--- config.mk ---
export PLATFORM = sky130hd
export DESIGN_NAME = fetch_unit
export DESIGN_NICKNAME = d
export VERILOG_FILES = /design/src/rtl/fetch_unit_pkg.sv /design/src/rtl/fetch_unit_carry_lookahead.sv /design/src/rtl/fetch_unit.sv
export SDC_FILE = /design/constraint.sdc
export NUM_CORES = 1
export LEC_CHECK = 0
export CORE_ASPECT_RATIO = 1.25
export CORE_MARGIN = 2
export CORE_UTILIZATION = 40
export DETAILED_ROUTE_END_ITERATION = 16
export PLACE_DENSITY = 0.72
export SYNTH_ARGS = -nofsm -noshare
export SYNTH_HDL_FRONTEND = slang
export SYNTH_HIERARCHICAL = 1
export SYNTH_SLANG_ARGS = --single-unit
--- constraint.sdc ---
create_clock -name clk -period 3.1 [get_ports clk]
set_input_delay 0.465 -clock clk [delete_from_list [all_inputs] [get_ports clk]]
set_output_delay 0.465 -clock clk [all_outputs]
set_load 0.02 [all_outputs]
--- src/rtl/fetch_unit_pkg.sv ---
// Shared constants and state encoding for the instruction-fetch stage.
package fetch_unit_pkg;

    localparam int unsigned PC_W   = 16;
    localparam int unsigned INSTR_W = 16;

    localparam logic [PC_W-1:0]    RESET_PC   = 16'h0000;
    localparam logic [3:0]         HLT_OPCODE = 4'hF;
    localparam logic [INSTR_W-1:0] NOP_INSTR  = 16'h0000;
    localparam logic [PC_W-1:0]    PC_INCR    = 16'h0002;

    typedef enum logic {
        StRun  = 1'b0,
        StHold = 1'b1
    } fetch_state_e;

    // True when the fetched word is a halt instruction.
    function automatic logic is_hlt(input logic [INSTR_W-1:0] instr);
        return instr[15:12] == HLT_OPCODE;
    endfunction

endpackage

--- src/rtl/fetch_unit_carry_lookahead.sv ---
// 16-bit adder/subtractor: 4-bit groups with lookahead across groups,
// ripple inside each group. overflow_o is signed overflow.
module fetch_unit_carry_lookahead (
    input  logic [15:0] a_i,
    input  logic [15:0] b_i,
    input  logic        sub_i,
    output logic [15:0] sum_o,
    output logic        overflow_o
);

    logic [15:0] b_eff;
    logic [15:0] g;
    logic [15:0] p;
    logic [3:0]  grp_g;
    logic [3:0]  grp_p;
    logic [16:0] c;

    // Generate/propagate, group lookahead, then in-group carries and sum.
    always_comb begin
        b_eff = b_i ^ {16{sub_i}};
        g     = a_i & b_eff;
        p     = a_i ^ b_eff;
        grp_g = '0;
        grp_p = '0;
        c     = '0;

        for (int k = 0; k < 4; k++) begin
            grp_g[k] = g[4*k+3]
                     | (p[4*k+3] & g[4*k+2])
                     | (p[4*k+3] & p[4*k+2] & g[4*k+1])
                     | (p[4*k+3] & p[4*k+2] & p[4*k+1] & g[4*k]);
            grp_p[k] = &p[4*k +: 4];
        end

        // Group carry-ins, fully expanded so they do not ripple group to group.
        c[0]  = sub_i;
        c[4]  = grp_g[0] | (grp_p[0] & c[0]);
        c[8]  = grp_g[1] | (grp_p[1] & grp_g[0]) | (grp_p[1] & grp_p[0] & c[0]);
        c[12] = grp_g[2] | (grp_p[2] & grp_g[1]) | (grp_p[2] & grp_p[1] & grp_g[0])
              | (grp_p[2] & grp_p[1] & grp_p[0] & c[0]);
        c[16] = grp_g[3] | (grp_p[3] & grp_g[2]) | (grp_p[3] & grp_p[2] & grp_g[1])
              | (grp_p[3] & grp_p[2] & grp_p[1] & grp_g[0])
              | (grp_p[3] & grp_p[2] & grp_p[1] & grp_p[0] & c[0]);

        for (int k = 0; k < 4; k++) begin
            for (int j = 0; j < 3; j++) begin
                c[4*k+j+1] = g[4*k+j] | (p[4*k+j] & c[4*k+j]);
            end
        end

        sum_o      = p ^ c[15:0];
        overflow_o = c[15] ^ c[16];
    end

endmodule

--- src/rtl/fetch_unit.sv ---
// Instruction-fetch stage: owns the PC and the IF/ID register, handles
// redirect, stall and halt-on-HLT.
module fetch_unit
    import fetch_unit_pkg::*;
(
    input  logic        clk,
    input  logic        rst,
    input  logic        stall,
    input  logic        redirect,
    input  logic [15:0] redirect_pc,
    output logic [15:0] imem_addr,
    input  logic [15:0] imem_data,
    output logic [15:0] ifid_instr,
    output logic [15:0] ifid_pc_plus2,
    output logic        ifid_valid,
    output logic        fetch_held
);

    fetch_state_e state_q, state_d;
    logic [15:0]  pc_q, pc_d;
    logic [15:0]  ifid_instr_q, ifid_instr_d;
    logic [15:0]  ifid_pc_plus2_q, ifid_pc_plus2_d;
    logic         ifid_valid_q, ifid_valid_d;
    logic [15:0]  pc_plus2;
    logic         unused_pc_ovf;
    logic         unused_redirect_lsb;

    // Targets are halfword aligned; bit 0 of the redirect is dropped.
    assign unused_redirect_lsb = redirect_pc[0];

    fetch_unit_carry_lookahead u_pc_adder (
        .a_i        (pc_q),
        .b_i        (PC_INCR),
        .sub_i      (1'b0),
        .sum_o      (pc_plus2),
        .overflow_o (unused_pc_ovf)
    );

    // Next-state: redirect beats stall, stall beats the per-state action.
    always_comb begin
        state_d         = state_q;
        pc_d            = pc_q;
        ifid_instr_d    = ifid_instr_q;
        ifid_pc_plus2_d = ifid_pc_plus2_q;
        ifid_valid_d    = ifid_valid_q;

        if (redirect) begin
            pc_d         = {redirect_pc[15:1], 1'b0};
            state_d      = StRun;
            ifid_instr_d = NOP_INSTR;
            ifid_valid_d = 1'b0;
        end else if (!stall) begin
            unique case (state_q)
                StRun: begin
                    ifid_instr_d    = imem_data;
                    ifid_pc_plus2_d = pc_plus2;
                    ifid_valid_d    = 1'b1;
                    if (is_hlt(imem_data)) begin
                        state_d = StHold;
                    end else begin
                        pc_d = {pc_plus2[15:1], 1'b0};
                    end
                end
                StHold: begin
                    ifid_instr_d = NOP_INSTR;
                    ifid_valid_d = 1'b0;
                end
            endcase
        end
    end

    // All fetch-stage state, synchronous reset first.
    always_ff @(posedge clk) begin
        if (rst) begin
            state_q         <= StRun;
            pc_q            <= RESET_PC;
            ifid_instr_q    <= NOP_INSTR;
            ifid_pc_plus2_q <= 16'h0000;
            ifid_valid_q    <= 1'b0;
        end else begin
            state_q         <= state_d;
            pc_q            <= pc_d;
            ifid_instr_q    <= ifid_instr_d;
            ifid_pc_plus2_q <= ifid_pc_plus2_d;
            ifid_valid_q    <= ifid_valid_d;
        end
    end

    assign imem_addr     = pc_q;
    assign ifid_instr    = ifid_instr_q;
    assign ifid_pc_plus2 = ifid_pc_plus2_q;
    assign ifid_valid    = ifid_valid_q;
    assign fetch_held    = (state_q == StHold);

endmodule

==> results of run 1 <==
-- layout make-up --
| cell class | count | area share, % |
|---|---|---|
| clock inverters | 1 | 0.1839 |
| flip-flops and latches | 49 | 24.31 |
| inverters | 46 | 4.231 |
| clock buffers | 7 | 1.870 |
| repair buffers | 108 | 24.95 |
| multi-input cells | 223 | 41.69 |
| well taps | 90 | 2.759 |
-- worst paths after layout --
check | slack (ns) | endpoint | startpoint
min reg2reg | 0.46 | ifid_pc_plus2[9] | ifid_pc_plus2[9]
min | 0.46 | ifid_pc_plus2[9] | ifid_pc_plus2[9]
max reg2reg | 0.09 | imem_addr[11] | imem_addr[1]
max | 0.09 | imem_addr[11] | imem_addr[1]
-- what timing repair did --
item,in CTS,in global routing
buffers inserted,1,1
setup endpoints to repair,3,5
pin swaps,1,4
resized for setup,4,7
-- metal layers --
layer | vias to the layer above | part of all wire, %
li1 | 1283 | -
met1 | 1271 | 41
met2 | 88 | 51
met3 | 11 | 5.5
met4 | 0 | 1.7
met5 | - | 0
-- flip-flops by register name, summed over array words and instances (netlist names) --
register and count:
ifid_valid 1, ifid_instr 16, fetch_held 1, ifid_pc_plus2 16, imem_addr 15
-- critical path, delay by kind of cell, from the launching register on --
kind | cells | cell delay, ns
adders and majority gates | 4 | 1.46
AOI/OAI and AO/OA | 4 | 0.59
DFF | 1 | 0.35
and+or+nand+nor | 2 | 0.27
xor gates and xnor gates | 1 | 0.17
buffers and inverters | 1 | 0.06
-- through the flow --
| step | cell area, um^2 | TNS [ns] | util [%] | hold slack [ns] | setup WS (ns) |
|---|---|---|---|---|---|
| floorplan | 2969 | 0 | - | 0.5052 | 0.002457 |
| global placement | 3933 | -0.002735 | 56.37 | 0.4450 | -0.002735 |
| detailed placement | 3933 | -0.07732 | 56.37 | 0.4494 | -0.07477 |
| CTS | 4039 | 0 | 57.89 | 0.4621 | 0.01136 |
| global route | 4081 | -0.04521 | 58.50 | 0.4848 | -0.04521 |
| finish | 4081 | 0 | 58.50 | 0.4592 | 0.09246 |
-- power by group through the flow --
| stage | Sequential (mW) | Clock [mW] | Combinational [mW] |
|---|---|---|---|
| after global placement | 0.724 | 0 | 0.629 |
| after floorplan | 0.787 | 0 | 0.331 |
| final | 0.712 | 0.373 | 0.684 |
| after detailed placement | 0.726 | 0 | 0.641 |
| after CTS | 0.711 | 0.384 | 0.661 |
| after global routing | 0.719 | 0.408 | 0.755 |
==> flow_summary.ini, run 1 <==
[global_route]
grt_util_met3_pct = 4.304
antenna_found_initial = 0
grt_busiest_layer = met2
met1_usage_pct = 22.24
grt_pass1_vias = 2668
grt_max_degree = 32
grt_pass1_wl_mm = 11.91
grt-ovfl-total = 0
grtUsageTotal_pct = 18.93
met2_usage_pct = 33.68

[worst_setup_path]
crit_arrival_ns = 3.21
r2r_cells = 12
cp.required_ns = 3.30
worstSetupEndpointType = register
slowest_stage = fa_1
cp-start-kind = register
path_max_fanout = 2
crit_chain = ha_1, a21oi_1, nor2b_1, nor3_2, inv_1, a31oi_1, fa_1, fa_2, fa_1, xnor2_2, a31oi_1, a221oi_1
slowest_delay_ns = 0.45
worstSetupPathType = register to register

[clock_network]
clkTransAtPathRegs_ns = 0.09
root_buffer = clkbuf_8
cts.path.max_buffers = 2
clock-sinks = 49
cts_buffers = 5
htree_levels = 2
postCtsHoldBufs = 0
clk_latency_ns = 0.30
cts_tree = built

[detailed_routing]
drt_iter0_markers = 127
viasPerCell = 5.063
vias = 2653
routed_wirelength_mm = 7.219
avgRoutedWirePerCell_um = 13.78
drc_errors = 0
first_pass_iters = 4
ant_nets = 0

[pwr]
peakVddDrop_uv = 325.8
p_sw_mw = 0.6018
comb_power_share_pct = 38.7
power_frac_seq_pct = 40.2
total_power_mw = 1.769
intPower_mw = 1.167
leakagePower_nw = 1.766
power_frac_clock_pct = 21.1
p_sw_share_pct = 34.03
p_per_area_nw_per_um2 = 433.3

[run_status]
outcome = finished clean

[finish]
regArea_um2 = 992.2
drive_gt1_share_pct = 17.28
final_cell_mix = 83 x clkdlybuf4s50_1, 46 x inv_1, 40 x dfxtp_1
final_common_cell = clkdlybuf4s50_1
area_growth_pct = 41.95
multiInputGateArea_um2 = 1702
nets = 493
diodes = 0
fillers = 639
instances_no_fill = 524

[timing]
max_slew_margin_pct = 56.69
fin_crit_sh_pct = 97.02
worst_pin_slew_ns = 0.6475
finalClockSkew_ns = 0.002631
setup_viol = 0
fmax_ghz = 0.3325
finalMaxSlewViolations = 0
hold_violations = 0
fin_crit_ns = 3.008

[yosys]
avgSynthCellArea_um2 = 8.929
syn-cell-area_um2 = 2875
ys_warn_count = 6
synthCells = 322

[placement]
numPortBuffers = 83
dp.cells = 514
gp_congestion = 0.8143
hpwl_mm = 5.322

[floorplan]
rows = 34
die_w_um = 79.83
start_util_pct = 41.21
ioPinCount = 86
dieArea_um2 = 7886
coreArea_um2 = 6977
fp.dieH_um = 98.79

[worst_hold_path]
hold_class = register to register
whs_path_depth = 2

[flow_run]
maxCapViolCount = 0
Power figures use the tool's default switching activity.
==> run 2, diff against run 1 <==
Settings changed: RECOVER_POWER from default to 25.
==> flow_summary.ini, run 2 (synthesis gave the netlist of run 1 again) <==
[run_status]
outcome = finished clean

[pwr]
p_per_area_nw_per_um2 = 433.5
leakagePower_nw = 1.779
peakVddDrop_uv = 325.2
total_power_mw = 1.763

[clock_network]
root_buffer = clkbuf_8
cts_tree = built
postCtsHoldBufs = 0
clock-sinks = 49
cts.path.max_buffers = 2
cts_buffers = 5
clkTransAtPathRegs_ns = 0.09
clk_latency_ns = 0.30
htree_levels = 2

[global_route]
grt_max_degree = 32
grt-ovfl-total = 0
grt_pass1_wl_mm = 11.91
grt_pass1_vias = 2668
antenna_found_initial = 0
grtUsageTotal_pct = 18.93

[finish]
final_common_cell = clkdlybuf4s50_1
fillers = 641
nets = 493
drive_gt1_share_pct = 16.36
stdcell_area_um2 = 4068
diodes = 0
final_cell_mix = 74 x clkdlybuf4s50_1, 46 x inv_1, 40 x dfxtp_1
area_growth_pct = 41.47

[worst_setup_path]
crit_arrival_ns = 3.21
cp.required_ns = 3.30
path_max_fanout = 2
cp-start-kind = register
r2r_setup_slack_ns = 0.09
worstSetupEndpointType = register
worstSetupPathType = register to register

[timing]
max_slew_margin_pct = 23.11
finalClockSkew_ns = 0.004965
finalMaxSlewViolations = 0
worst_pin_slew_ns = 1.153
fin_crit_ns = 3.007
fmax_ghz = 0.3326
fin_crit_sh_pct = 97.00
hold_violations = 0
setup_viol = 0

[detailed_routing]
ant_nets = 0
routed_wirelength_mm = 7.249
drc_errors = 0
avgRoutedWirePerCell_um = 13.83
drt_iter0_markers = 126
viasPerCell = 5.038
first_pass_iters = 4
vias = 2640

[placement]
numPortBuffers = 83
hpwl_mm = 5.322
placed_cell_area_um2 = 3933
gp_congestion = 0.8143

[floorplan]
start_util_pct = 41.21
ioPinCount = 86
rows = 34
dieArea_um2 = 7886
fp.dieH_um = 98.79
coreArea_um2 = 6977
die_w_um = 79.83

[flow_run]
maxCapViolCount = 0

[worst_hold_path]
hold_class = register to register
run 2: changes by cell type in the layout (fill, tap and decap cells not counted), sizes merged:
cell,before,now
clkbuf,7,10
buf,25,22
dlygate4sd3,0,9
clkdlybuf4s50,83,74
run 2: where the power goes:
| group | leakage (nW) | internal (mW) | switching, mW |
|---|---|---|---|
| Clock | 0.0385 | 0.160 | 0.213 |
| Combinational | 1.34 | 0.322 | 0.357 |
| Sequential | 0.405 | 0.681 | 0.0309 |
| Total | 1.78 | 1.16 | 0.601 |
run 2: what timing repair did:
| item | CTS | global route |
|---|---|---|
| setup buffers | 1 | 1 |
| gates cloned | 0 | 0 |
| endpoints found under the hold margin | 0 | 0 |
| setup endpoints to repair | 3 | 5 |
| pin swaps | 1 | 4 |
| gates resized for setup | 4 | 7 |
run 2: worst paths after layout:
path | from | end | depth (start not counted)
max | imem_addr[1] | imem_addr[11] | 12
min | ifid_pc_plus2[9] | ifid_pc_plus2[9] | 2
max reg2reg | imem_addr[1] | imem_addr[11] | 12
min reg2reg | ifid_pc_plus2[9] | ifid_pc_plus2[9] | 2
run 2: area by class of cell:
class | instances | area (um^2) | share of cell area, %
tap | 90 | 112.6 | 2.768
sequential | 49 | 992.2 | 24.39
timing repair buffer | 108 | 1007 | 24.76
clock buffer | 7 | 76.32 | 1.876
multi-input combinational | 223 | 1699 | 41.77
inverter | 46 | 172.7 | 4.245
clock inverter | 1 | 7.507 | 0.1846
run 2: layer usage:
metal	part of all wire [%]	global-route usage, %	wire (um)
met2	52	33.68	3795
met3	5.8	4.304	417
met4	0.95	6.258	69
met1	41	22.24	2966
met5	0	0	0
run 2: through the flow:
stage	setup TNS (ns)	setup WS, ns	util, %	hold WS, ns	instances
global route	-0.05761	-0.05761	58.30	0.4820	524
CTS	0	0.01136	57.89	0.4621	523
global placement	-0.002735	-0.002735	56.37	0.4450	514
detailed placement	-0.07732	-0.07477	56.37	0.4494	514
finish	0	0.09314	58.30	0.4556	524
floorplan	0	0.002457	-	0.5052	341
run 2: critical path, cell delays in order (launching register included):
cell,delay (ns)
dfxtp_2,0.35
ha_1,0.16
a21oi_1,0.07
nor2b_1,0.19
nor3_2,0.08
inv_1,0.06
a31oi_1,0.13
fa_1,0.45
fa_2,0.39
fa_1,0.44
xnor2_2,0.17
a31oi_1,0.10
a221oi_1,0.31
==> run 3, diff against run 2 <==
Settings changed: CTS_CLUSTER_DIAMETER from default to 30.
==> results of run 3 <==
No change in the layout: final DEF, timing and power equal those of run 2.
